File: src/rtl/seg7_scan_ctrl_pkg.sv
// Shared constants and types for the multiplexed 7-segment scan controller.
// Holds the hex glyph table, the all-off code and the default slot length.
package seg7_scan_ctrl_pkg;

  localparam int unsigned PRESC_DIV_DEFAULT = 32'd50000;
  localparam logic [7:0]  SEG_BLANK         = 8'hFF;

  // Active-low gfedcba glyphs, index 15 (F) first down to index 0.
  localparam logic [15:0][6:0] HEX_SEG7 = {
    7'h0E, 7'h06, 7'h21, 7'h46, 7'h03, 7'h08, 7'h10, 7'h00,
    7'h78, 7'h02, 7'h12, 7'h19, 7'h30, 7'h24, 7'h79, 7'h40
  };

  typedef struct packed {
    logic [15:0] data;
    logic [3:0]  dp;
    logic [3:0]  blank;
  } disp_set_t;

  function automatic logic [6:0] hex_seg7(input logic [3:0] nib);
    return HEX_SEG7[nib];
  endfunction

endpackage

File: src/rtl/seg7_scan_ctrl_if.sv
// Display-side bus of the scan controller: frame data in, scan index and
// segment drive out.
interface seg7_scan_if;

  logic        en;
  logic [15:0] data;
  logic [3:0]  dp;
  logic [3:0]  blank;
  logic        load;
  logic [1:0]  s;
  logic [7:0]  seg;
  logic        frame_done;

  modport master (
    output en, data, dp, blank, load,
    input  s, seg, frame_done
  );

  modport slave (
    input  en, data, dp, blank, load,
    output s, seg, frame_done
  );

endinterface

File: src/rtl/seg7_scan_ctrl_hex_to_seg7.sv
// Combinational hex nibble to active-low gfedcba segment decoder.
module hex_to_seg7
  import seg7_scan_ctrl_pkg::*;
(
  input  logic [3:0] nib,
  output logic [6:0] seg7
);

  // Table lookup of the glyph for the selected nibble
  always_comb begin
    seg7 = hex_seg7(nib);
  end

endmodule

File: src/rtl/seg7_scan_ctrl.sv
// Four-digit multiplexed 7-segment scanner with double-buffered frame data;
// new data is only promoted to the display at the digit-3 -> digit-0 wrap.
module seg7_scan_ctrl
  import seg7_scan_ctrl_pkg::*;
#(
  parameter int unsigned PRESC_DIV = PRESC_DIV_DEFAULT
) (
  input  logic       clk,
  input  logic       rst,
  seg7_scan_if.slave bus
);

  localparam int unsigned      CNT_W    = (PRESC_DIV > 32'd1) ? $clog2(PRESC_DIV) : 1;
  localparam logic [CNT_W-1:0] CNT_LAST = CNT_W'(PRESC_DIV - 32'd1);
  localparam logic [CNT_W-1:0] CNT_ONE  = CNT_W'(32'd1);

  logic [CNT_W-1:0] cnt_q, cnt_d;
  logic [1:0]       s_q, s_d;
  logic [7:0]       seg_q, seg_d;
  logic             frame_done_q, frame_done_d;
  logic             pend_valid_q, pend_valid_d;
  disp_set_t        pend_q, pend_d;
  disp_set_t        act_q, act_d;

  logic             tick_s;
  logic             wrap_s;
  logic [3:0]       nib_s;
  logic             dp_s;
  logic             blank_s;
  logic [6:0]       seg7_s;

  // Prescaler, scan index and the pending/active buffer hand-over
  always_comb begin
    tick_s       = bus.en && (cnt_q == CNT_LAST);
    wrap_s       = tick_s && (s_q == 2'd3);
    cnt_d        = cnt_q;
    s_d          = s_q;
    pend_d       = pend_q;
    pend_valid_d = pend_valid_q;
    act_d        = act_q;
    frame_done_d = wrap_s;

    if (!bus.en) begin
      cnt_d = cnt_q;
    end else if (tick_s) begin
      cnt_d = '0;
    end else begin
      cnt_d = cnt_q + CNT_ONE;
    end

    if (tick_s) begin
      s_d = s_q + 2'd1;
    end else begin
      s_d = s_q;
    end

    // A load on the wrap edge lands in pending after the old pending is promoted.
    if (wrap_s && pend_valid_q) begin
      act_d        = pend_q;
      pend_valid_d = 1'b0;
    end else begin
      act_d        = act_q;
    end

    if (bus.load) begin
      pend_d       = '{data: bus.data, dp: bus.dp, blank: bus.blank};
      pend_valid_d = 1'b1;
    end else begin
      pend_d       = pend_q;
    end
  end

  // Digit select from the next-state index and active set so seg tracks s
  always_comb begin
    case (s_d)
      2'd0:    nib_s = act_d.data[3:0];
      2'd1:    nib_s = act_d.data[7:4];
      2'd2:    nib_s = act_d.data[11:8];
      2'd3:    nib_s = act_d.data[15:12];
      default: nib_s = act_d.data[3:0];
    endcase
    dp_s    = act_d.dp[s_d];
    blank_s = act_d.blank[s_d];
  end

  hex_to_seg7 u_hex_to_seg7 (
    .nib  (nib_s),
    .seg7 (seg7_s)
  );

  // Segment word for the next cycle, all off when disabled or blanked
  always_comb begin
    if (!bus.en || blank_s) begin
      seg_d = SEG_BLANK;
    end else begin
      seg_d = {~dp_s, seg7_s};
    end
  end

  // State registers
  always_ff @(posedge clk or posedge rst) begin
    if (rst) begin
      cnt_q        <= '0;
      s_q          <= 2'd0;
      seg_q        <= SEG_BLANK;
      frame_done_q <= 1'b0;
      pend_q       <= '0;
      pend_valid_q <= 1'b0;
      act_q        <= '0;
    end else begin
      cnt_q        <= cnt_d;
      s_q          <= s_d;
      seg_q        <= seg_d;
      frame_done_q <= frame_done_d;
      pend_q       <= pend_d;
      pend_valid_q <= pend_valid_d;
      act_q        <= act_d;
    end
  end

  assign bus.s          = s_q;
  assign bus.seg        = seg_q;
  assign bus.frame_done = frame_done_q;

endmodule
File: src/flat_wrapper.sv
// flat-port wrapper written by rule: the top's interface ports become plain ports
module seg7_scan_ctrl_flat import seg7_scan_ctrl_pkg::*;
#(
  parameter int unsigned PRESC_DIV = PRESC_DIV_DEFAULT
)
  (clk, rst, bus_en, bus_data, bus_dp, bus_blank, bus_load, bus_s, bus_seg, bus_frame_done);
  seg7_scan_if bus_i ();
  input  logic clk;
  input  logic rst;
  input wire logic [$bits(bus_i.en)-1:0] bus_en;
  input wire logic [$bits(bus_i.data)-1:0] bus_data;
  input wire logic [$bits(bus_i.dp)-1:0] bus_dp;
  input wire logic [$bits(bus_i.blank)-1:0] bus_blank;
  input wire logic [$bits(bus_i.load)-1:0] bus_load;
  output wire logic [$bits(bus_i.s)-1:0] bus_s;
  output wire logic [$bits(bus_i.seg)-1:0] bus_seg;
  output wire logic [$bits(bus_i.frame_done)-1:0] bus_frame_done;
  assign bus_i.en = bus_en;
  assign bus_i.data = bus_data;
  assign bus_i.dp = bus_dp;
  assign bus_i.blank = bus_blank;
  assign bus_i.load = bus_load;
  assign bus_s = bus_i.s;
  assign bus_seg = bus_i.seg;
  assign bus_frame_done = bus_i.frame_done;
  seg7_scan_ctrl #(.PRESC_DIV(PRESC_DIV)) u_core (.clk(clk), .rst(rst), .bus(bus_i));
endmodule
File: config.mk
export PLATFORM = sky130hd
export DESIGN_NAME = seg7_scan_ctrl_flat
export DESIGN_NICKNAME = d
export VERILOG_FILES = /design/src/rtl/seg7_scan_ctrl_pkg.sv /design/src/rtl/seg7_scan_ctrl_if.sv /design/src/rtl/seg7_scan_ctrl_hex_to_seg7.sv /design/src/rtl/seg7_scan_ctrl.sv /design/src/flat_wrapper.sv
export SDC_FILE = /design/constraint.sdc
export NUM_CORES = 1
export LEC_CHECK = 0
export CAP_MARGIN = 20
export CORE_MARGIN = 4
export CORE_UTILIZATION = 35
export DETAILED_ROUTE_END_ITERATION = 8
export DONT_BUFFER_PORTS = 1
export GPL_TIMING_DRIVEN = 0
export PLACE_DENSITY = 0.58
export SKIP_CTS_REPAIR_TIMING = 1
export SLEW_MARGIN = 20
export SYNTH_ARGS = -nofsm -noshare
export SYNTH_HDL_FRONTEND = slang
export SYNTH_SLANG_ARGS = --single-unit
File: constraint.sdc
create_clock -name clk -period 7.91 [get_ports clk]
set_clock_uncertainty 0.1 [all_clocks]
set_input_delay 2.373 -clock clk [delete_from_list [all_inputs] [get_ports clk]]
set_output_delay 2.373 -clock clk [all_outputs]
set_load 0.03 [all_outputs]
* Word level (Yosys, flattened, before mapping)
Memories as Yosys holds them, arrays and structs flattened.
Cells that the tools add are included.
** Storage, ports and cells
- Bits in registers :: 76
- Memory bits (read-only) :: 112
- Input bits :: 28
- Output and inout bits :: 11
- Word-level logic and storage cells :: 41
- Memories :: 1
** Cells by class
- Add/subtract/negate cells :: 2
- Magnitude comparators :: 2
- Equal/unequal tests :: 5
- Muxes and demuxes :: 12
- Bitwise operators :: 1
- Reduce and logical (&&, ||, !) cells :: 7
** Memories
- (no name shown) :: depth 16, width 7, rd ports 1, clocked after memory_dff 0, write ports 0, RTL line seg7_scan_ctrl_pkg.sv:21 : return HEX_SEG7[nib];
** Operator list (count)
- two-way mux 24 bit :: 1
- adder 16 x 1 -> 16 bit (second input constant) :: 1
- == test 16 bit (second input constant) :: 1
- two-way mux 16 bit :: 1
- one-hot mux 4 bit (4 select lines) :: 1
- two-way mux 8 bit :: 1
- two-way mux 7 bit :: 1
- == test 2 bit (second input constant) :: 3
- < comparator 4 x 5 -> 1 bit (second input constant) :: 1
- binary-select mux 1 bit (select 2 bit) :: 2
- two-way mux 1 bit :: 4
- logical AND 1 bit :: 3
- < comparator 2 x 3 -> 1 bit (second input constant) :: 1
- adder 2 x 1 -> 2 bit (second input constant) :: 1
- == test 2 x 1 -> 1 bit (second input constant) :: 1
- zero test 2 bit :: 1
- two-way mux 2 bit :: 1
- nonzero test 2 bit :: 1
- zero test 1 bit :: 1
- logical OR 1 bit :: 1
- inverter 1 bit :: 1

* Depth between registers and ports, before layout
- Depth after elaboration :: 9
- Depth in mapped cells :: 14
- Mapped depth without buffers :: 13

* Hierarchy
From an unflattened synthesis, not the netlist that was laid out.
** Unflattened totals
- Cell total of the unflattened synthesis :: 275
- Area, all modules :: 3617.2 um^2
** By module, submodules not included
- seg7_scan_ctrl :: times used 1, cells an instance 243, area an instance 3342.0 um^2, sequential area each 1911.8 um^2
- hex_to_seg7 :: times used 1, cells an instance 32, area an instance 275.3 um^2, sequential area each 0.0 um^2

* Worst setup path before layout
OpenSTA, ideal clock, no wires.
- Path kind :: input to register
- From :: in bus_en
- To :: reg u_core.seg_q[2], in the netlist u_core.bus.seg[2]
- Library setup time :: 111 ps
- Data arrival time :: 4496 ps
- Data required time :: 7699 ps
- Slack :: 3203 ps
- Stages on the path :: 9
- Path buffers :: 1
- Cells stage by stage :: buf_2 -> and4bb_2 -> and4_4 -> nand2_4 -> mux2_2 -> o221ai_1 -> inv_1 -> ha_1 -> o311ai_0
** RTL lines
- from (decl) :: RTL line flat_wrapper.sv:10 : input wire logic [$bits(bus_i.en)-1:0] bus_en;
- to (signal assigned) :: RTL line seg7_scan_ctrl.sv:113 : seg_q <= seg_d;
- to (decl) :: RTL line seg7_scan_ctrl.sv:19 : logic [7:0] seg_q, seg_d;

* Final worst setup path
- From :: in bus_en
- To :: reg u_core.seg_q[5], in the netlist u_core.bus.seg[5]
** Between the ends
- Elaborated cells between the ends (all ways) :: 17
- Those cells by class :: 3 x eq/ne; 7 x mux; 6 x reduce/logical; 1 x memory
** RTL lines
- logical AND 1 bit (*) :: RTL line seg7_scan_ctrl.sv:34 : tick_s = bus.en && (cnt_q == CNT_LAST);
- two-way mux 2 bit (*) :: RTL line seg7_scan_ctrl.sv:51 : if (tick_s) begin
- via u_core.s_d[1] :: RTL line seg7_scan_ctrl.sv:18 : logic [1:0] s_q, s_d;
- == test 2 bit, or another cell as far along :: RTL line seg7_scan_ctrl.sv:75 : case (s_d)
- one-hot mux 4 bit (4 select lines) :: RTL line seg7_scan_ctrl.sv:75
- memory read (16 x 7 bit)
- two-way mux 7 bit (implied by the code) :: RTL line seg7_scan_ctrl_pkg.sv:21
- two-way mux 8 bit (*) :: RTL line seg7_scan_ctrl.sv:93 : if (!bus.en || blank_s) begin
- via u_core.seg_d[5] :: RTL line seg7_scan_ctrl.sv:19
The timed path passes the listed nets; every way through them passes the cells marked *. The select of a mux whose other input is x is not followed.
A chain may end at the register's enable or synchronous reset.

==> impl_results.md <==
* Status: finished, final reports clean
* Worst hold path type: reg2reg
* Area Overhead vs Synth at 11.4%
* Starting Density at 0.360
* Post-route cell area at 4140 sq um
* Min cycle time layout at 5.12 ns
* Clk sinks at 76
* PwrDens at 202 nW/um^2
* Worst-path fanout max at 10
* Post-synthesis register bit count at 76
* Ant diodes at 0
* Maximum VDD drop at 143 uV
* Clk Latency, worst-skew pair at 0.35 ns
* Slew margin rel. at 0.509
* Die Area at 12300 sq um
* Pre-antenna DRT Iters at 4
* Residual DRC count at 0
* Total Wirelength at 7770 microns
* CP Class: in2reg
* CTS tree: done
* Worst Min Path Start: u_core.act_q[5]
* Setup crit end kind: flip-flop
* Worst-path clk slew at 0.09 ns
* Vias in the first global route at 2581
* H-tree lvl count at 3
* Leakage at 1.84 nW
* Part of the Yosys area used for sequential elements at 0.515
* Inst Count DP at 443
* Post-DP Area at 3910 sq um
* CP dominant cell by count: inv_1
* Routability Congestion at 0.789
* Distinct cells, synth at 56
* Via count at 2429
* Row count at 37
* Worst reg2reg path endpoint: u_core.bus.seg[5]
* Ys flop type: dfrtp_1
* WL per Instance at 16.9 microns
* Largest net degree at the start of global routing at 51
* Fin. Hold Viols at 0
* Final TNS setup at 0 ns
* Share of cells above drive strength 1 at 0.291
* Async SR Flop Fraction at 1.00
* Startpoint Class: input pin
* Area of the core at 10300 sq um
* Synth warn at 0
* Initial antenna violation count at 0
* R2r worst-path depth at 14
* Mapped Cells at 306
* Slew Limit Fails at 0
* Total clock buffers created by CTS at 9
* DRT antenna net count at 0
* CP arrival at 5.28 ns
* Hold Crit Depth at 1
* Max frequency at 0.195 GHz
* Non-Filler Instances at 459
* Crit-path slowest cell: mux2i_1
* CP startpoint: bus_en
* Mapped Area at 3710 sq um
* Gr usage total at 0.136
* Critical Path, Cell by Cell: buf_2 > and4bb_2 > nand4_2 > mux2i_1 > inv_1 > nand4_1 > o2111ai_1 > inv_1 > ha_1 > inv_1 > a21oi_1 > a21oi_1 > o221ai_1
* RSZ-0062 raised after global routing: false
* I/O Pins at 39
* Root buffer cell: clkbuf_8
* Die height at 111 microns
* Critical R2R Launch: u_core.cnt_q[0]
* Final setup vio count at 0
* First-pass GRT wire length at 13300 microns
* Initial DRC Count at 131
* Max-cap violations at 0
* Detailed Place HPWL at 5620 microns
* End point of the critical path: u_core.bus.seg[5]
* Number of synthesized flops with an enable pin at 0
* Number of I/O port buffers at 0
* Deepest clock path buffer count at 2
* CP max stage delay at 0.55 ns
* Gr ovfl total at 0
* Slew @ Worst Pin at 0.737 ns
* Final Cycle Share at 0.647
* Vias per cell at 5.29
* Mean Syn Cell Area at 12.1 sq um
* Synthesized Nets at 342
* Die Wd at 111 microns
* Required time at the worst-slack endpoint at 8.07 ns
* Nets at 354
* Reg2Reg Setup Slack at 4.33 ns
how the worst min path moves through the flow:
stage                             to  slack [ns]
finish               u_core.act_q[5]        0.40
global route        u_core.pend_q[4]        0.43
CTS                  u_core.act_q[5]        0.40
detailed placement   u_core.act_q[5]        0.38
global placement     u_core.act_q[7]        0.38
floorplan            u_core.cnt_q[7]        0.35
metrics by stage:
stage	total power, mW	setup slack, ns	utilization	hold slack [ns]
after detailed placement	0.515	2.55	0.379	0.382
final	0.836	2.79	0.401	0.401
after floorplan	0.495	3.20	-	0.352
after global placement	0.510	2.55	0.376	0.377
after global routing	0.883	2.63	0.401	0.427
after CTS	0.851	2.91	0.401	0.403
where the power goes:
group | switching [mW] | internal (mW)
logic | 0.0277 | 0.0327
clock network | 0.151 | 0.179
registers | 0.0285 | 0.417
Yosys cell counts, types with 2 or more instances:
library cell  number  share of area
a21oi_1            2         0.0027
a31oi_1            3         0.0051
a32oi_1            2         0.0047
and2_1             3         0.0051
and3_1             6          0.010
and4_1             3         0.0071
and4bb_2           2         0.0067
buf_1              2         0.0020
buf_2              2         0.0027
clkbuf_1           8         0.0081
dfrtp_1           68           0.46
dfstp_2            8          0.057
ha_1               8          0.027
inv_1              9         0.0091
mux2_2            44           0.13
mux2i_1            8          0.022
mux4_2             6          0.036
nand2_1           27          0.027
nand3_1           11          0.015
nand4_1            7          0.012
nor2_1            15          0.015
nor3_1             2         0.0027
o211ai_1           3         0.0061
o21ai_0            9          0.012
o21ai_1            2         0.0027
o221ai_1           2         0.0047
o22ai_1            2         0.0034
or2_2              2         0.0034
xnor2_1            8          0.019
xor2_1             6          0.014
cell families (layout without fill, tap and decap cells):
logic type	Yosys count	count (layout)	synth area share
AOI/OAI and AO/OA	38	38	0.0741
xor gates and xnor gates	15	15	0.0374
muxes	58	58	0.191
and+or+nand+nor	88	88	0.130
DFF	76	76	0.515
buffers and inverters	23	40	0.0249
adders and majority gates	8	8	0.0270
placed cells by master (no fill, tap or decap), types with 6 or more instances in the layout:
master / n
dfstp_2: 8
ha_1: 8
dfrtp_1: 68
xnor2_1: 8
mux4_2: 6
clkbuf_1: 8
inv_1: 8
mux2i_1: 8
clkbuf_8: 9
nand4_1: 7
and3_1: 6
nor2_1: 15
nand2_1: 27
mux2_2: 44
xor2_1: 6
nand3_1: 11
o21ai_0: 9
sequential cells by signal (all words and copies together) (netlist names):
name and count:
u_core.pend_q 24, u_core.bus.frame_done 1, u_core.bus.seg 8, u_core.act_q 24
u_core.pend_valid_q 1, u_core.cnt_q 16, u_core.bus.s 2
area by class of cell:
cell class                 count  area (sq um)
timing repair buffer           1          27.5
sequential                    76          1910
clock inverter                 7           100
clock buffer                   9           124
tap                          136           170
fill                        1009          6190
multi-input combinational    207          1710
inverter                      10          40.0
buffer                        13          55.1
worst max-delay path: cells and delay by family:
family	cells	cell delay [ns]
AO/OA/AOI/OAI	4	0.74
adder cells (fa/ha/maj)	1	0.20
buffers and inverters	4	0.74
multiplexers	1	0.55
AND/OR/NAND/NOR	3	0.67
per-layer routing:
layer | GRT usage | up-vias | wire length (microns)
met5 | 0 | - | 0
met4 | 0.0509 | 0 | 157
met3 | 0.0491 | 11 | 382
met2 | 0.210 | 53 | 3560
met1 | 0.174 | 1226 | 3670
li1 | - | 1139 | -
No activity file was read; power rests on OpenSTA's default activity.
